<file path="config.mk">
export PLATFORM = sky130hd
export DESIGN_NAME = shift_sequencer
export DESIGN_NICKNAME = d
export VERILOG_FILES = /design/src/rtl/shift_pkg.sv /design/src/rtl/mux32.sv /design/src/rtl/shift_sequencer.sv
export SDC_FILE = /design/constraint.sdc
export NUM_CORES = 1
export LEC_CHECK = 0
export ABC_AREA = 1
export ABC_CLOCK_PERIOD_IN_PS = 6760
export CORE_ASPECT_RATIO = 1.1
export CORE_MARGIN = 2
export CORE_UTILIZATION = 45
export DETAILED_ROUTE_END_ITERATION = 7
export PLACE_DENSITY = 0.66
export SLEW_MARGIN = 25
export SYNTH_ARGS = -nofsm -noshare
export SYNTH_HDL_FRONTEND = slang
export SYNTH_SLANG_ARGS = --single-unit
</file>
<file path="constraint.sdc">
create_clock -name clk -period 6.76 [get_ports clk]
set_clock_uncertainty 0.15 [all_clocks]
set_input_delay 1.69 -clock clk [delete_from_list [all_inputs] [get_ports clk]]
set_output_delay 1.69 -clock clk [all_outputs]
set_load 0.05 [all_outputs]
</file>
<file path="src/rtl/shift_pkg.sv">
// Shared types and constants for the bit-serial shift sequencer.
package shift_pkg;

  localparam int unsigned SHIFT_W = 32;

  typedef enum logic [1:0] {
    SHIFT_SLL = 2'b00,
    SHIFT_SRL = 2'b01,
    SHIFT_SRA = 2'b10,
    SHIFT_ROR = 2'b11
  } shift_op_t;

  typedef enum logic [1:0] {
    IDLE = 2'b00,
    BUSY = 2'b01,
    DONE = 2'b10
  } shift_seq_state_t;

endpackage

</file>
<file path="src/rtl/mux32.sv">
// 32:1 single-bit multiplexer: y = a[s].
module mux32 (
  input  logic [31:0] a,
  input  logic [4:0]  s,
  output logic        y
);

  assign y = a[s];

endmodule

</file>
<file path="src/rtl/shift_sequencer.sv">
// Bit-serial 32-bit shifter: one shared mux32 produces one result bit per cycle.
// Optional feature macro: SHIFT_SEQ_ROTATE_EN (enables ROR; otherwise ROR acts as SRL).
module shift_sequencer
  import shift_pkg::*;
(
  input  logic        clk,
  input  logic        rst,
  input  logic        in_valid,
  output logic        in_ready,
  input  logic [31:0] a,
  input  logic [4:0]  shamt,
  input  logic [1:0]  op,
  output logic        out_valid,
  input  logic        out_ready,
  output logic [31:0] result,
  output logic        busy
);

  shift_seq_state_t   state;
  logic [SHIFT_W-1:0] a_q;
  logic [4:0]         shamt_q;
  shift_op_t          op_q;
  logic [4:0]         idx;

  logic [5:0]         sum6;
  logic [4:0]         src;
  logic               y;
  logic               bit_val;

  assign in_ready = (state == IDLE);

  // 6-bit sum so the right-shift range test sees the carry out of bit 4
  assign sum6 = {1'b0, idx} + {1'b0, shamt_q};

  mux32 u_mux (
    .a (a_q),
    .s (src),
    .y (y)
  );

  // Select source index and mask/fill out-of-range bits for the current op
  always_comb begin
    src     = sum6[4:0];
    bit_val = 1'b0;
    case (op_q)
      SHIFT_SLL: begin
        src     = idx - shamt_q;
        bit_val = (idx >= shamt_q) ? y : 1'b0;
      end
      SHIFT_SRA: begin
        src     = sum6[4:0];
        bit_val = sum6[5] ? a_q[31] : y;
      end
`ifdef SHIFT_SEQ_ROTATE_EN
      SHIFT_ROR: begin
        src     = sum6[4:0];
        bit_val = y;
      end
`endif
      default: begin
        src     = sum6[4:0];
        bit_val = sum6[5] ? 1'b0 : y;
      end
    endcase
  end

  // Control FSM with registered handshake outputs and serial result build
  always_ff @(posedge clk) begin
    if (!rst) begin
      state     <= IDLE;
      a_q       <= '0;
      shamt_q   <= '0;
      op_q      <= SHIFT_SLL;
      idx       <= '0;
      result    <= '0;
      out_valid <= 1'b0;
      busy      <= 1'b0;
    end else begin
      case (state)
        IDLE: begin
          if (in_valid) begin
            a_q     <= a;
            shamt_q <= shamt;
            op_q    <= shift_op_t'(op);
            idx     <= '0;
            result  <= '0;
            busy    <= 1'b1;
            state   <= BUSY;
          end
        end
        BUSY: begin
          result[idx] <= bit_val;
          idx         <= idx + 5'd1;
          if (idx == 5'd31) begin
            busy      <= 1'b0;
            out_valid <= 1'b1;
            state     <= DONE;
          end
        end
        DONE: begin
          if (out_ready) begin
            out_valid <= 1'b0;
            state     <= IDLE;
          end
        end
        default: begin
          state     <= IDLE;
          out_valid <= 1'b0;
          busy      <= 1'b0;
        end
      endcase
    end
  end

endmodule

</file>
Word level (Yosys, flattened, before mapping)
Index checks and enable logic that the tools add are counted.

Bitwise logic cells: 2. Reductions and logical operators: 9. $add $sub $neg: 3. Equal/unequal tests: 7. Magnitude comparators: 4. Mux-type cells: 24.

Operators with widths (number): one-hot mux 32 bit (2 select lines) (1); bitwise mux 32 bit (1); 2-to-1 mux 32 bit (1); less-than comparator 5 x 6 -> 1 bit (second input constant) (2); 2-to-1 mux 5 bit (2); one-hot mux 5 bit (2 select lines) (1); 2-to-1 mux 1 bit (9); AND reduction 3 bit (3); adder 5 x 5 -> 6 bit (1); 2-to-1 mux 2 bit (3); != test 2 bit (second input constant) (3); one-hot mux 1 bit (3 select lines) (2); one-hot mux 2 bit (3 select lines) (1); adder 5 x 1 -> 5 bit (second input constant) (1); binary-select mux 1 bit (select 5 bit) (1); demux 1 bit (select 5 bit) (1); == test 5 bit (second input constant) (1); >= comparator 5 x 1 -> 1 bit (second input constant) (1); >= comparator 5 bit (1); subtractor 5 bit (1); == test 2 bit (second input constant) (2); zero test 2 bit (2); AND reduction 2 bit (2); == test 2 x 1 -> 1 bit (second input constant) (1); 4 further kinds (5).

Output and inout port bits: 35. Input port bits: 43. Logic and storage cells: 57. Bits in registers: 80.

Longest topological paths before layout
Gate-level depths: netlist of the first run.

Word-level depth: 8. Depth in mapped cells: 18. Mapped depth without buffers: 17.

Hierarchy
A second synthesis of the first run with hierarchy kept.

Cell total of the unflattened synthesis: 562. Area, all modules: 4165.2 um^2.

Modules (own cells, without submodules): shift_sequencer (cells an instance 484, times used 1, seq. area each 1601.5 um^2, area each 3789.9 um^2); mux32 (cells an instance 78, times used 1, seq. area each 0.0 um^2, area each 375.4 um^2).

Worst setup path before layout of the first run
OpenSTA, ideal clock, no wires.

Path kind: input-to-reg. From: input port rst. To: register result[0]. Slack: 3.859 ns. Setup time: 0.109 ns. Stages: 5. Arrival time: 2.642 ns. Cells stage by stage: inv_1 > dlygate4sd3_1 > nor2_1 > nand2_1 > inv_1.

RTL lines: start: declaration (RTL line shift_sequencer.sv:7) `input logic rst,`; end signal: indexed assignment (RTL line shift_sequencer.sv:92) `result[idx] <= bit_val;`; end: declaration (RTL line shift_sequencer.sv:15) `output logic [31:0] result,`.

Worst setup path after layout of the first run
From: input port in_valid. To: register idx[0].

Cells in the longest elaborated chain, start to end: 2.

Ends and longest elaborated chain: start: declaration (RTL line shift_sequencer.sv:8) `input logic in_valid,`; != test 2 bit (no source line); AND reduction 2 bit (no source line); end signal: assignment (RTL line shift_sequencer.sv:93) `idx <= idx + 5'd1;`; end: declaration (RTL line shift_sequencer.sv:23) `logic [4:0] idx;`.

Every way passes these cells. A chain may end at the register's enable or synchronous reset.

==> flow_summary.toml, run 1 <==
[logic_synthesis]
synth_xor_xnor_area_share_pct = 0
synth-adder-area-share_pct = 5.41
yosys_register_bits = 80
ys_types = 30
synthMuxAreaShare_pct = 0
synth_area_leaders = "dfxtp_1, nor2_1, nand2_1"
seq_area_frac_synth_pct = 36.0
synthFlopType = "dfxtp_1"
synthSimpleGateAreaFrac_pct = 34.9
yosysTopAreaCell = "dfxtp_1"
synth_cells = 649
yosysTopAreaCellShare_pct = 36.0
synth-edff-count = 0
synthArstFlopShare_pct = 0
synth_top_family_by_area = "simple AND/OR/NAND/NOR gates"
synth-compound-area-share_pct = 13.0
synth_warnings = 0
postSynthAreaPerCell_um2 = 6.85
syn_area_um2 = 4440
synth_nets = 710

[detailed_routing]
via_count = 4101
wl_um = 10800
routedWlPerCell_um = 12.9
drc_errors = 0
detail_route.iter0.violations = 202
antenna_left = 0
first_pass_iters = 4
viasPerCell = 4.90

[clocking]
ctsRootBufferMaster = "clkbuf_8"
cts_hold_buf = 0
clock_path_buffers = 2
numCtsBuffers = 9
cts_tree = "done"
clock_latency_ns = 0.36
post_cts_resized = 0
clk_pin_slew_ns = 0.08
cts.sinks = 80
post-cts-setup-buffers = 0
h-tree-depth = 3

[floorplan]
start_util_pct = 45.6
die-width_um = 98.7
rows = 38
die_area_um2 = 10700
die_h_um = 108
io_pins = 78
core_area_um2 = 9750

[flow_run]
cap_violations = 0

[layout]
fin_nets = 773
layout-drive-gt1-share_pct = 10.5
final_common_cell = "nor2_1"
utilization_pct = 55.7
final_cells = 837
area_growth_pct = 22.1
antenna_cells = 0
final_cell_mix = "nor2_1, nand2_1, dfxtp_1, clkdlybuf4s50_1, inv_1"

[place]
dp_slack_ns = 2.57
place.detailed.hpwl_um = 7450
port_buffers = 77
placedCellCount = 821
place.gp.congestion = 0.942

[timing]
relSlewSlack_pct = 34.4
rsz0062_at_grt = "no"
drv_slew = 0
tns_ns = 0
setup_slack_ns = 2.98
fmax_mhz = 264
worst_slew_pin_slew_ns = 0.983
hold_viol = 0
period_share_pct = 56.0
period_needed_ns = 3.78
setup_viol = 0
whs_ns = 0.306

[global_routing]
grt_pass1_wl_um = 18000
grt_use_total_pct = 20.7
gr-total-overflow = 0
first_global_vias = 3984
grt_max_degree = 63
antenna_found_initial = 0

[worst_setup_path]
worstSetupEndpointType = "register"
cp_slowest_stage_delay_ns = 0.56
crit_arrival_ns = 3.91
crit_type = "in -> reg"
critPathSlowestCell = "buf_4"
start_kind = "primary input"
cp.required_ns = 6.89
crit_top_cell = "nor2_1"
cp.buffers_inverters = 3
crit_path_max_fanout = 62
path_cells = "clkdlybuf4s50_1 > nand2_2 > buf_4 > inv_2 > nor2_1 > nor2_1 > a211oi_1"
crit_family = "buffers and inverters"

[pwr]
p_per_area_nw_per_um2 = 212
ir_drop_mv = 0.0950
p_leak_nw = 2.40

[outcome]
outcome = "finished, final reports clean"

[hold_path]
hold_path_class = "reg -> reg"
==> power breakdown <==
| part | internal [mW] | switching [mW] |
|---|---|---|
| logic | 0.0917 | 0.175 |
| clock network | 0.193 | 0.185 |
| registers | 0.493 | 0.0124 |
==> logic make-up after synthesis <==
group	count (synthesis)
and+or+nand+nor	329
adders and majority gates	18
buffers and inverters	109
DFF	80
AOI/OAI and AO/OA	113
==> flip-flops by register name, summed over array words and instances, names as in the netlist <==
name / cells
result: 32
idx: 5
busy: 1
a_q: 32
state: 2
shamt_q: 5
out_valid: 1
op_q: 2
==> worst paths after layout <==
path / start / cells past startpoint / slack (ns) / endpoint
setup reg to reg: idx[0] / 13 / 3.31 / result[27]
hold / removal: a_q[26] / 2 / 0.31 / a_q[26]
hold reg to reg: a_q[26] / 2 / 0.31 / a_q[26]
setup / recovery: in_valid / 7 / 2.98 / idx[0]
==> layer usage <==
metal	vias up	wire length [um]	track usage (%)
li1	2164	-	-
met1	1844	4870	25.8
met2	82	5320	36.1
met3	11	469	4.07
met4	0	130	6.26
met5	-	0	0
==> Yosys cell counts (4+ instances only) <==
cell type / number
nand3_2: 33
o21ai_0: 51
nand3_1: 16
nand2_1: 122
nor2_1: 135
ha_1: 16
nand2_2: 4
or2_2: 4
buf_6: 5
a21oi_1: 55
inv_2: 6
nand2_4: 5
inv_1: 75
clkbuf_1: 14
dfxtp_1: 80
==> layout make-up <==
type | count | area, um^2
Sequential cell | 80 | 1600
Fill cell | 945 | 4320
Inverter | 81 | 304
Timing Repair Buffer | 80 | 788
Multi-Input combinational cell | 460 | 2370
Tap cell | 120 | 150
Clock buffer | 11 | 151
Clock inverter | 5 | 62.6
==> worst reg2reg max path, stage by stage (launching register included) <==
cell and delay [ns]:
dfxtp_1 0.41, inv_1 0.16, ha_1 0.80, inv_2 0.25, o21ai_0 0.27, nand2_1 0.08
nand3_1 0.08, nand2_1 0.05, nand2_1 0.07, nand3_2 0.06, nand3_2 0.67, nand3_1 0.16
nand2_1 0.10, inv_1 0.04
==> through the flow <==
stage,instance area [um^2],power (mW)
finish,5430,1.15
global route,5430,1.22
CTS,5430,1.16
detailed placement,5220,0.785
global placement,5220,0.782
floorplan,4440,0.731
Power figures use the tool's default switching activity.
==> inputs of run 2 (changes only) <==
--- a/config.mk
+++ b/config.mk
@@ -6,12 +6,12 @@
 export NUM_CORES = 1
 export LEC_CHECK = 0
 export ABC_AREA = 1
-export ABC_CLOCK_PERIOD_IN_PS = 6760
+export ABC_CLOCK_PERIOD_IN_PS = 3000
 export CORE_ASPECT_RATIO = 1.1
 export CORE_MARGIN = 2
 export CORE_UTILIZATION = 45
 export DETAILED_ROUTE_END_ITERATION = 7
-export PLACE_DENSITY = 0.66
+export PLACE_DENSITY = 0.69
 export SLEW_MARGIN = 25
 export SYNTH_ARGS = -nofsm -noshare
 export SYNTH_HDL_FRONTEND = slang
==> constraint.sdc (replaced) <==
create_clock -name clk -period 3 [get_ports clk]
set_clock_uncertainty 0.15 [all_clocks]
set_input_delay 0.75 -clock clk [delete_from_list [all_inputs] [get_ports clk]]
set_output_delay 0.75 -clock clk [all_outputs]
set_load 0.05 [all_outputs]
==> run 2 against run 1 <==
Net effect: clock power up 110%; routed wire length fell by 0.80%; sequential cell count stayed put; hold slack about the same; critical endpoint is now result[6]; largest cell class unchanged.
==> flow_summary.toml, run 2 (same netlist as run 1, synthesis figures left out) <==
[floorplan]
io_pins = 78
die-width_um = 98.7
die_h_um = 108
core_area_um2 = 9750
rows = 38
die_area_um2 = 10700
start_util_pct = 45.6

[timing]
period_needed_ns = 2.69
whs_ns = 0.306
worst_slew_pin_slew_ns = 0.515
relSlewSlack_pct = 65.6
hold_viol = 0
setup_slack_ns = 0.308
period_share_pct = 89.7
setup_viol = 0
drv_slew = 0
rsz0062_at_grt = "no"
tns_ns = 0
fmax_mhz = 371

[hold_path]
hold_path_class = "reg -> reg"
min_to = "a_q[16]"
hold_path_depth = 2
hold_start = "a_q[16]"

[worst_setup_path]
worstSetupEndpointType = "register"
r2r_setup_slack_ns = 0.31
crit_path_max_fanout = 32
crit_arrival_ns = 2.80
cp.required_ns = 3.10
reg2reg_from = "idx[0]"
reg2reg_to = "result[6]"
start_kind = "register"
worst_r2r_path_depth = 18
crit_type = "reg -> reg"

[detailed_routing]
drc_errors = 0
routedWlPerCell_um = 12.7
viasPerCell = 4.91
detail_route.iter0.violations = 116
first_pass_iters = 4
wl_um = 10700
via_count = 4137
antenna_left = 0

[clocking]
h-tree-depth = 3
numCtsBuffers = 9
clk_pin_slew_ns = 0.08
clock_path_buffers = 2
cts_tree = "done"
clock_latency_ns = 0.35
post-cts-setup-buffers = 0
cts_hold_buf = 0
post_cts_resized = 0
ctsRootBufferMaster = "clkbuf_8"
cts.sinks = 80

[pwr]
p_per_area_nw_per_um2 = 467
p_leak_nw = 2.44
ir_drop_mv = 0.253
finalPower_mw = 2.57

[layout]
final_cell_area_um2 = 5500
final_cells = 843
area_growth_pct = 23.7
layout-drive-gt1-share_pct = 10.8
final_common_cell = "nor2_1"
antenna_cells = 0
utilization_pct = 56.4
final_cell_mix = "nor2_1, nand2_1, dfxtp_1, clkdlybuf4s50_1, inv_1"
ff_latch_area_um2 = 1600
fin_nets = 780
multi_input_area_um2 = 2370
largestRegisters = "a_q (32), result (32)"
nFillCells = 959

[global_routing]
grt_use_total_pct = 20.5
antenna_found_initial = 0
gr-total-overflow = 0
grt_pass1_wl_um = 17900
first_global_vias = 3976
grt_max_degree = 42

[place]
dp_slack_ns = 0.320
placedCellCount = 828
port_buffers = 77
dpl_cell_area_um2 = 5310
place.gp.congestion = 0.849
place.detailed.hpwl_um = 7810

[flow_run]
cap_violations = 0

[outcome]
outcome = "finished, final reports clean"
## run 2: cell types whose count changed in the layout (fill, tap and decap cells not counted), sizes merged
cell | previous run | this run
buf | 4 | 10
clkbuf | 11 | 12
clkdlybuf4s50 | 76 | 77
clkinvlp | 2 | 1
inv | 82 | 81
## run 2: how the worst max path moves through the flow
stage            from          to  slack [ns]  cells after the start
6_report       idx[0]   result[6]        0.31                     18
5_1_grt        idx[0]  result[27]        0.06                     18
4_1_cts        idx[0]  result[31]        0.30                     18
3_5_place_dp   idx[0]   result[6]        0.32                     18
3_3_place_gp   idx[0]  result[27]        0.34                     18
2_1_floorplan  idx[0]  result[15]        0.63                     17
## run 2: power breakdown
group | internal (mW) | switching (mW)
Sequential | 1.11 | 0.0280
Combinational | 0.246 | 0.404
Clock | 0.402 | 0.375
Total | 1.76 | 0.807
## run 2: metal layers
| layer | GRT usage [%] | routed length, um | vias to the layer above |
|---|---|---|---|
| li1 | - | - | 2176 |
| met1 | 24.9 | 4830 | 1877 |
| met2 | 37.3 | 5380 | 76 |
| met3 | 3.56 | 378 | 8 |
| met4 | 5.48 | 102 | 0 |
| met5 | 0 | 0 | - |
## run 2: critical path, stage by stage (launching register included)
cell and delay [ns]:
dfxtp_1 0.40, inv_1 0.16, ha_1 0.22, fa_1 0.39
inv_1 0.09, nand2_1 0.05, nand2_1 0.07, nand2_1 0.06
nand2_2 0.12, inv_2 0.07, nand2_1 0.06, nand2_1 0.04
nand2_1 0.07, nand3_2 0.08, nand3_2 0.11, buf_12 0.23
nand3_2 0.09, nand2_1 0.09, inv_1 0.04
## run 2: area by class of cell
class / instances / share of cell area [%]
Multi-Input combinational cell: 460 / 43.1
Inverter: 81 / 5.53
Timing Repair Buffer: 87 / 16.1
Sequential cell: 80 / 29.1
Tap cell: 120 / 2.73
Clock buffer: 12 / 2.64
Clock inverter: 3 / 0.774
